==> src/rtl/bus_gate_arbiter_if.sv <==
// Shared-bus handshake bundle between the datapath-side driver and the gate arbiter.
// Signal names follow the LC-3 bus mux it replaces.
interface bus_gate_arbiter_if #(
    parameter int WIDTH = 16,
    parameter int N_SRC = 4,
    parameter int CNT_W = 8
);
    localparam int SEL_W = $clog2(N_SRC);

    logic [N_SRC-1:0]       gate;
    logic [N_SRC*WIDTH-1:0] src_data;
    logic                   clr_conflict;
    logic [WIDTH-1:0]       bus_out;
    logic                   bus_valid;
    logic [SEL_W-1:0]       bus_sel;
    logic                   conflict;
    logic [CNT_W-1:0]       conflict_cnt;

    modport master (
        output gate, src_data, clr_conflict,
        input  bus_out, bus_valid, bus_sel, conflict, conflict_cnt
    );

    modport slave (
        input  gate, src_data, clr_conflict,
        output bus_out, bus_valid, bus_sel, conflict, conflict_cnt
    );
endinterface

==> src/rtl/bus_gate_arbiter.sv <==
// Registered N-source bus mux with fixed-priority or round-robin grant,
// idle hold/park policy and a saturating multi-driver conflict counter.
module bus_gate_arbiter #(
    parameter int               WIDTH     = 16,
    parameter int               N_SRC     = 4,
    parameter int               ARB_MODE  = 0,
    parameter int               HOLD_IDLE = 1,
    parameter logic [WIDTH-1:0] IDLE_VAL  = '0,
    parameter int               CNT_W     = 8
) (
    input  logic               Clk,
    input  logic               Reset,
    bus_gate_arbiter_if.slave  bus
);
    localparam int SEL_W = $clog2(N_SRC);

    logic [WIDTH-1:0] src_arr [N_SRC];

    logic [WIDTH-1:0] bus_out_q, bus_out_d;
    logic             bus_valid_q, bus_valid_d;
    logic [SEL_W-1:0] bus_sel_q, bus_sel_d;
    logic             conflict_q, conflict_d;
    logic [CNT_W-1:0] cnt_q, cnt_d;
    logic [SEL_W-1:0] rr_ptr_q, rr_ptr_d;

    logic             grant_vld;
    logic [SEL_W-1:0] grant_idx;

    for (genvar i = 0; i < N_SRC; i++) begin : g_src
        assign src_arr[i] = bus.src_data[i*WIDTH +: WIDTH];
    end

    // Loops run from the far end down so the last hit is the winner.
    always_comb begin
        logic [SEL_W:0] idx;
        grant_vld = 1'b0;
        grant_idx = '0;
        idx       = '0;
        if (ARB_MODE == 0) begin
            for (int i = N_SRC - 1; i >= 0; i--) begin
                if (bus.gate[i]) begin
                    grant_vld = 1'b1;
                    grant_idx = SEL_W'(i);
                end
            end
        end else begin
            for (int k = N_SRC - 1; k >= 0; k--) begin
                idx = {1'b0, rr_ptr_q} + (SEL_W + 1)'(k);
                if (idx >= (SEL_W + 1)'(N_SRC))
                    idx = idx - (SEL_W + 1)'(N_SRC);
                if (bus.gate[idx[SEL_W-1:0]]) begin
                    grant_vld = 1'b1;
                    grant_idx = idx[SEL_W-1:0];
                end
            end
        end
    end

    always_comb begin
        bus_out_d   = bus_out_q;
        bus_valid_d = 1'b0;
        bus_sel_d   = bus_sel_q;
        rr_ptr_d    = rr_ptr_q;
        conflict_d  = ($countones(bus.gate) > 1);
        cnt_d       = cnt_q;

        if (grant_vld) begin
            bus_out_d   = src_arr[grant_idx];
            bus_valid_d = 1'b1;
            bus_sel_d   = grant_idx;
            if (ARB_MODE != 0)
                rr_ptr_d = (grant_idx == SEL_W'(N_SRC - 1)) ? '0 : grant_idx + SEL_W'(1);
        end else if (HOLD_IDLE == 0) begin
            bus_out_d = IDLE_VAL;
        end

        // A clear coinciding with a conflict leaves that conflict counted.
        if (bus.clr_conflict)
            cnt_d = conflict_d ? CNT_W'(1) : '0;
        else if (conflict_d && (cnt_q != {CNT_W{1'b1}}))
            cnt_d = cnt_q + CNT_W'(1);
    end

    always_ff @(posedge Clk) begin
        if (!Reset) begin
            bus_out_q   <= '0;
            bus_valid_q <= 1'b0;
            bus_sel_q   <= '0;
            conflict_q  <= 1'b0;
            cnt_q       <= '0;
            rr_ptr_q    <= '0;
        end else begin
            bus_out_q   <= bus_out_d;
            bus_valid_q <= bus_valid_d;
            bus_sel_q   <= bus_sel_d;
            conflict_q  <= conflict_d;
            cnt_q       <= cnt_d;
            rr_ptr_q    <= rr_ptr_d;
        end
    end

    assign bus.bus_out      = bus_out_q;
    assign bus.bus_valid    = bus_valid_q;
    assign bus.bus_sel      = bus_sel_q;
    assign bus.conflict     = conflict_q;
    assign bus.conflict_cnt = cnt_q;
endmodule

==> src/flat_wrapper.sv <==
// flat-port wrapper written by rule: the top's interface ports become plain ports
module bus_gate_arbiter_flat 
#(
    parameter int               WIDTH     = 16,
    parameter int               N_SRC     = 4,
    parameter int               ARB_MODE  = 0,
    parameter int               HOLD_IDLE = 1,
    parameter logic [WIDTH-1:0] IDLE_VAL  = '0,
    parameter int               CNT_W     = 8
)
  (Clk, Reset, bus_gate, bus_src_data, bus_clr_conflict, bus_bus_out, bus_bus_valid, bus_bus_sel, bus_conflict, bus_conflict_cnt);
  bus_gate_arbiter_if #(.WIDTH(WIDTH), .N_SRC(N_SRC), .CNT_W(CNT_W)) bus_i ();
  input  logic Clk;
  input  logic Reset;
  input wire logic [$bits(bus_i.gate)-1:0] bus_gate;
  input wire logic [$bits(bus_i.src_data)-1:0] bus_src_data;
  input wire logic [$bits(bus_i.clr_conflict)-1:0] bus_clr_conflict;
  output wire logic [$bits(bus_i.bus_out)-1:0] bus_bus_out;
  output wire logic [$bits(bus_i.bus_valid)-1:0] bus_bus_valid;
  output wire logic [$bits(bus_i.bus_sel)-1:0] bus_bus_sel;
  output wire logic [$bits(bus_i.conflict)-1:0] bus_conflict;
  output wire logic [$bits(bus_i.conflict_cnt)-1:0] bus_conflict_cnt;
  assign bus_i.gate = bus_gate;
  assign bus_i.src_data = bus_src_data;
  assign bus_i.clr_conflict = bus_clr_conflict;
  assign bus_bus_out = bus_i.bus_out;
  assign bus_bus_valid = bus_i.bus_valid;
  assign bus_bus_sel = bus_i.bus_sel;
  assign bus_conflict = bus_i.conflict;
  assign bus_conflict_cnt = bus_i.conflict_cnt;
  bus_gate_arbiter #(.WIDTH(WIDTH), .N_SRC(N_SRC), .ARB_MODE(ARB_MODE), .HOLD_IDLE(HOLD_IDLE), .IDLE_VAL(IDLE_VAL), .CNT_W(CNT_W)) u_core (.Clk(Clk), .Reset(Reset), .bus(bus_i));
endmodule
==> config.mk <==
export PLATFORM = sky130hd
export DESIGN_NAME = bus_gate_arbiter_flat
export DESIGN_NICKNAME = d
export VERILOG_FILES = /design/src/rtl/bus_gate_arbiter_if.sv /design/src/rtl/bus_gate_arbiter.sv /design/src/flat_wrapper.sv
export SDC_FILE = /design/constraint.sdc
export NUM_CORES = 1
export LEC_CHECK = 0
export BUFFER_PORTS_ARGS = -buffer_cell sky130_fd_sc_hd__clkbuf_2
export CAP_MARGIN = 0
export CORE_ASPECT_RATIO = 1.25
export CORE_UTILIZATION = 39
export DETAILED_ROUTE_END_ITERATION = 10
export PLACE_DENSITY_LB_ADDON = 0.2
export SYNTH_ARGS = -nofsm -noshare
export SYNTH_HDL_FRONTEND = slang
export SYNTH_SLANG_ARGS = --single-unit
==> constraint.sdc <==
create_clock -name Clk -period 2.85 [get_ports Clk]
set_input_delay 0.855 -clock Clk [delete_from_list [all_inputs] [get_ports Clk]]
set_output_delay 0.855 -clock Clk [all_outputs]
set_load 0.02 [all_outputs]
# --- Word-level counts from Yosys, hierarchy flattened ---
# Cells that the tools add are included.
totals:
  regBits: 28
  out_inout_bits: 28
  in_bits: 71
  word_cells: 30
op_classes:
  mux: 15
  reduce_logical: 2
  bitwise: 1
  n_eq_ne: 1
  order_cmp: 2
  n_addsub: 4
op_table:
  columns: ["operator", "n"]
  rows:
  - ["adder 32 bit", 1]
  - ["binary-select mux 16 bit (select 2 bit)", 1]
  - ["greater-than comparator 32 x 2 -> 1 bit (second input constant)", 1]
  - ["two-way mux 16 bit", 2]
  - ["two-way mux 8 bit", 2]
  - ["adder 8 x 1 -> 8 bit (second input constant)", 1]
  - ["two-way mux 2 bit", 4]
  - ["inequality test 8 bit (second input constant)", 1]
  - ["two-way mux 1 bit", 6]
  - ["adder 1 x 1 -> 2 bit", 2]
  - ["greater-or-equal comparator 3 bit (second input constant)", 1]
  - ["NOT 2 -> 3 bit", 1]
  - ["nonzero test 2 bit", 1]
  - ["logical AND 1 bit", 1]

# --- Logic depth before layout (Yosys ltp) ---
depth:
  word_depth: 8
  mapped_depth: 7
  mapped_depth_nobuf: 7

# --- Worst setup path before layout ---
# OpenSTA, ideal clock, no wires.
synth_path:
  path_kind: "input -> register"
  start: "input bus_gate[2]"
  end: "register u_core.cnt_q[6] (netlist: u_core.bus.conflict_cnt[6])"
  t_arrival_ns: 2.773
  required_ns: 2.734
  slack_ns: -0.039
  path_buffers: 0
  setup_time_ns: 0.116
  stages: 7
  path_cell_list: "inv_1 ha_1 and2_1 fa_1 o211ai_1 or4b_2 o211a_1"
synth_via:
  elab_chain_cells: 5
synth_lines:
  columns: ["item", "line_no", "source"]
  rows:
  - ["from (decl)", "flat_wrapper.sv:15", "input wire logic [$bits(bus_i.gate)-1:0] bus_gate;"]
  - ["adder 1 x 1 -> 2 bit (not written as such)", "bus_gate_arbiter.sv:64", "conflict_d = ($countones(bus.gate) > 1);"]
  - ["adder 32 bit (not written as such)", "bus_gate_arbiter.sv:64", null]
  - ["greater-than comparator 32 x 2 -> 1 bit", "bus_gate_arbiter.sv:64", null]
  - ["logical AND 1 bit", "bus_gate_arbiter.sv:80", "else if (conflict_d && (cnt_q != {CNT_W{1'b1}}))"]
  - ["nonzero test 2 bit (no source line)", null, null]
  - ["to (signal assigned)", "bus_gate_arbiter.sv:97", "cnt_q <= cnt_d;"]
  - ["to (decl)", "bus_gate_arbiter.sv:23", "logic [CNT_W-1:0] cnt_q, cnt_d;"]
# Every way passes these cells.
# A chain may end at the register's enable or synchronous reset.

# --- Worst setup path after layout ---
layout_path:
  start: "input bus_gate[3]"
  end: "register u_core.cnt_q[6] (netlist: u_core.bus.conflict_cnt[6])"
# The elaborated chain is that of the path after synthesis.

==> flow_summary.json <==
{
  "path_cells": "clkbuf_2 -> inv_1 -> ha_1 -> and2_1 -> fa_1 -> o211ai_1 -> or4b_4 -> o211a_1",
  "start_util_pct": 41.59,
  "syn_area_um2": 1600,
  "async_flop_share_pct": 0,
  "holdWs_ns": 0.4704,
  "ir_drop_mv": 0.2101,
  "cts_max_level": 1,
  "criticalPathCategory": "in -> reg",
  "fin_worst_skew_ns": 0.003256,
  "clock-sinks": 28,
  "avgSynthCellArea_um2": 9.469,
  "post_cts_buffers": 0,
  "grt_max_degree": 33,
  "cts_resized": 0,
  "cap_viol_max_count": 0,
  "fin_util_pct": 59.28,
  "holdBufCountCts": 0,
  "cp-endpoint": "u_core.bus.conflict_cnt[6]$_SDFFE_PN0P_",
  "crit_required_ns": 3.03,
  "ys_types": 38,
  "path_delay_family": "adder cells",
  "critPathCaptureType": "flop",
  "reg2reg_from": "u_core.bus.conflict_cnt[0]$_SDFFE_PN0P_",
  "max_slew.worst_pin.slew_ns": 0.5813,
  "cp_slowest_cell": "fa_1",
  "cp_num_buf_inv": 2,
  "die_area_um2": 4365,
  "clock_path_buffers": 2,
  "dp_hpwl_mm": 3.366,
  "antenna_cells": 0,
  "ys_seq_area_share_pct": 35.03,
  "port_buffers": 98,
  "yosys-top-cells-count": "mux2i_1, dfxtp_1, nand2_1, o221ai_1",
  "synth_edf_count": 0,
  "setup_viol": 0,
  "rows": 25,
  "layout-drive-gt1-share_pct": 43.12,
  "wirelength_mm": 4.225,
  "die_h_um": 73.62,
  "fp.dieW_um": 59.30,
  "worst_hold_path_type": "reg -> reg",
  "wl_per_cell_um": 13.08,
  "yosysMostFrequentCell": "mux2i_1",
  "cp-start-kind": "input pin",
  "grt_pass1_vias": 1439,
  "synth_area_leaders": "dfxtp_1, mux2i_1, o221ai_1, nand2_1, ha_1",
  "grt_overflow": 0,
  "min_period_over_period_pct": 89.23,
  "tns_ns": 0,
  "n_fill_cell": 350,
  "path_depth": 8,
  "cp_data_arrival_time_ns": 2.72,
  "rrSetupSlack_ns": 1.24,
  "area_growth_syn_to_layout_pct": 42.53,
  "synth-warning-count": 0,
  "syn_inst": 169,
  "yosys_register_bits": 28,
  "insertion_delay_ns": 0.27,
  "period_needed_ns": 2.543,
  "final_nets": 348,
  "rsz0062_at_grt": "false",
  "cts_tree": "built",
  "gp_congestion": 0.7585,
  "drv_slew": 0,
  "grtUsageTotal_pct": 18.97,
  "pin_count": 99,
  "core_um2": 3847,
  "startpoint": "bus_gate[3]",
  "drc": 0,
  "leakage_nw": 1.214,
  "outcome": "completed",
  "slowest_delay_ns": 0.53,
  "synth_area_leader_cell": "dfxtp_1",
  "vias_per_cell": 5.093,
  "critical_path.max_fanout": 3,
  "root_buffer": "clkbuf_8",
  "ys.flop_type": "dfxtp_1",
  "antenna_found_initial": 0,
  "final_hold_viol_count": 0,
  "syn_nets": 247,
  "reg2reg_to": "u_core.bus.conflict_cnt[6]$_SDFFE_PN0P_",
  "max_slew_margin_pct": 61.25,
  "num_vias": 1645,
  "grt_pass1_wl_mm": 6.348,
  "clock.fmax_ghz": 0.3932,
  "synth_top_area_share_pct": 35.03,
  "clk_pin_slew_worst_paths_ns": 0.10,
  "power.density_nw_per_um2": 437.8,
  "rr_worst_depth": 4,
  "drt_iter0_drc": 33,
  "cts_buffers": 3,
  "postRouteAntennaNets": 0,
  "first_pass_iters": 4
}
[through the flow]
stage | instance area, µm² | instances | power, mW | setup slack, ns
after global routing | 2281 | 323 | 1.050 | 0.2076
final | 2281 | 323 | 0.9987 | 0.3071
after detailed placement | 2210 | 319 | 0.6968 | 0.02043
after CTS | 2281 | 323 | 1.011 | 0.3180
after floorplan | 1604 | 169 | 0.5838 | 0.07155
after global placement | 2210 | 319 | 0.6936 | 0.05058
[layout by cell type (no fill, tap or decap), types with 2 or more instances in the layout]
cell      count
o221ai_1     15
nor2_1        5
clkbuf_2     98
nor2b_1       5
a211oi_1      4
clkbuf_8      3
ha_1          6
inv_1         5
nand2_1      24
dfxtp_1      28
mux2i_1      35
a21oi_1       6
buf_4         8
nor3_1        2
[per-layer routing]
layer  vias up  wire length [µm]  global-route usage [%]
met5         -                 0                       0
met4         0                37                   5.556
met1       743              1745                   21.02
met3         4               367                   3.697
li1        833                 -                       -
met2        65              2074                   35.58
[sequential cells by signal (all words and copies together), names as in the netlist]
register and cells:
u_core.bus.conflict_cnt 8, u_core.bus.conflict 1, u_core.bus.bus_sel 2, u_core.bus.bus_out 16
u_core.bus.bus_valid 1
[worst min-delay path by stage]
| stage | startpoint | end | depth (start not counted) | slack, ns |
|---|---|---|---|---|
| after global routing | u_core.bus.bus_out[3]$_SDFFE_PN0P_ | u_core.bus.bus_out[3]$_SDFFE_PN0P_ | 2 | 0.50 |
| after floorplan | u_core.bus.bus_sel[1]$_SDFFE_PN0P_ | u_core.bus.bus_sel[1]$_SDFFE_PN0P_ | 2 | 0.57 |
| after detailed placement | u_core.bus.bus_out[12]$_SDFFE_PN0P_ | u_core.bus.bus_out[12]$_SDFFE_PN0P_ | 2 | 0.45 |
| final | u_core.bus.bus_out[12]$_SDFFE_PN0P_ | u_core.bus.bus_out[12]$_SDFFE_PN0P_ | 2 | 0.47 |
| after global placement | u_core.bus.bus_out[15]$_SDFFE_PN0P_ | u_core.bus.bus_out[15]$_SDFFE_PN0P_ | 2 | 0.44 |
| after CTS | u_core.bus.bus_out[12]$_SDFFE_PN0P_ | u_core.bus.bus_out[12]$_SDFFE_PN0P_ | 2 | 0.47 |
[report_power, final]
group	switching, mW	total, mW	internal, mW
sequential	0.0158	0.435	0.419
combinational	0.129	0.250	0.121
clock	0.126	0.314	0.188
total	0.271	0.999	0.728
[kinds of logic (layout without fill, tap and decap cells)]
kind of cell | after synthesis | after routing | synth area share [%]
buf+inv | 16 | 116 | 4.613
flops | 28 | 28 | 35.03
mux | 35 | 35 | 21.89
compound gates | 38 | 38 | 18.92
fa+ha+maj | 7 | 7 | 5.942
simple gates | 45 | 45 | 13.61
[area by class of cell]
cell class              count  area (µm²)  share of cell area [%]
clock buffers               3       41.29                   1.810
clock inverters             1       30.03                   1.317
inverters                   5       18.77                  0.8228
multi-input cells         125       992.2                   43.50
flip-flops and latches     28       560.5                   24.57
well taps                  54       67.56                   2.962
repair buffers            107       570.5                   25.01
[worst register-to-register path: cells and delay by family, from the launching register on]
family          cells  cell delay (ns)
fa+ha+maj           1             0.25
simple gates        2             0.77
compound gates      1             0.14
flops               1             0.36
Power figures use the tool's default switching activity.
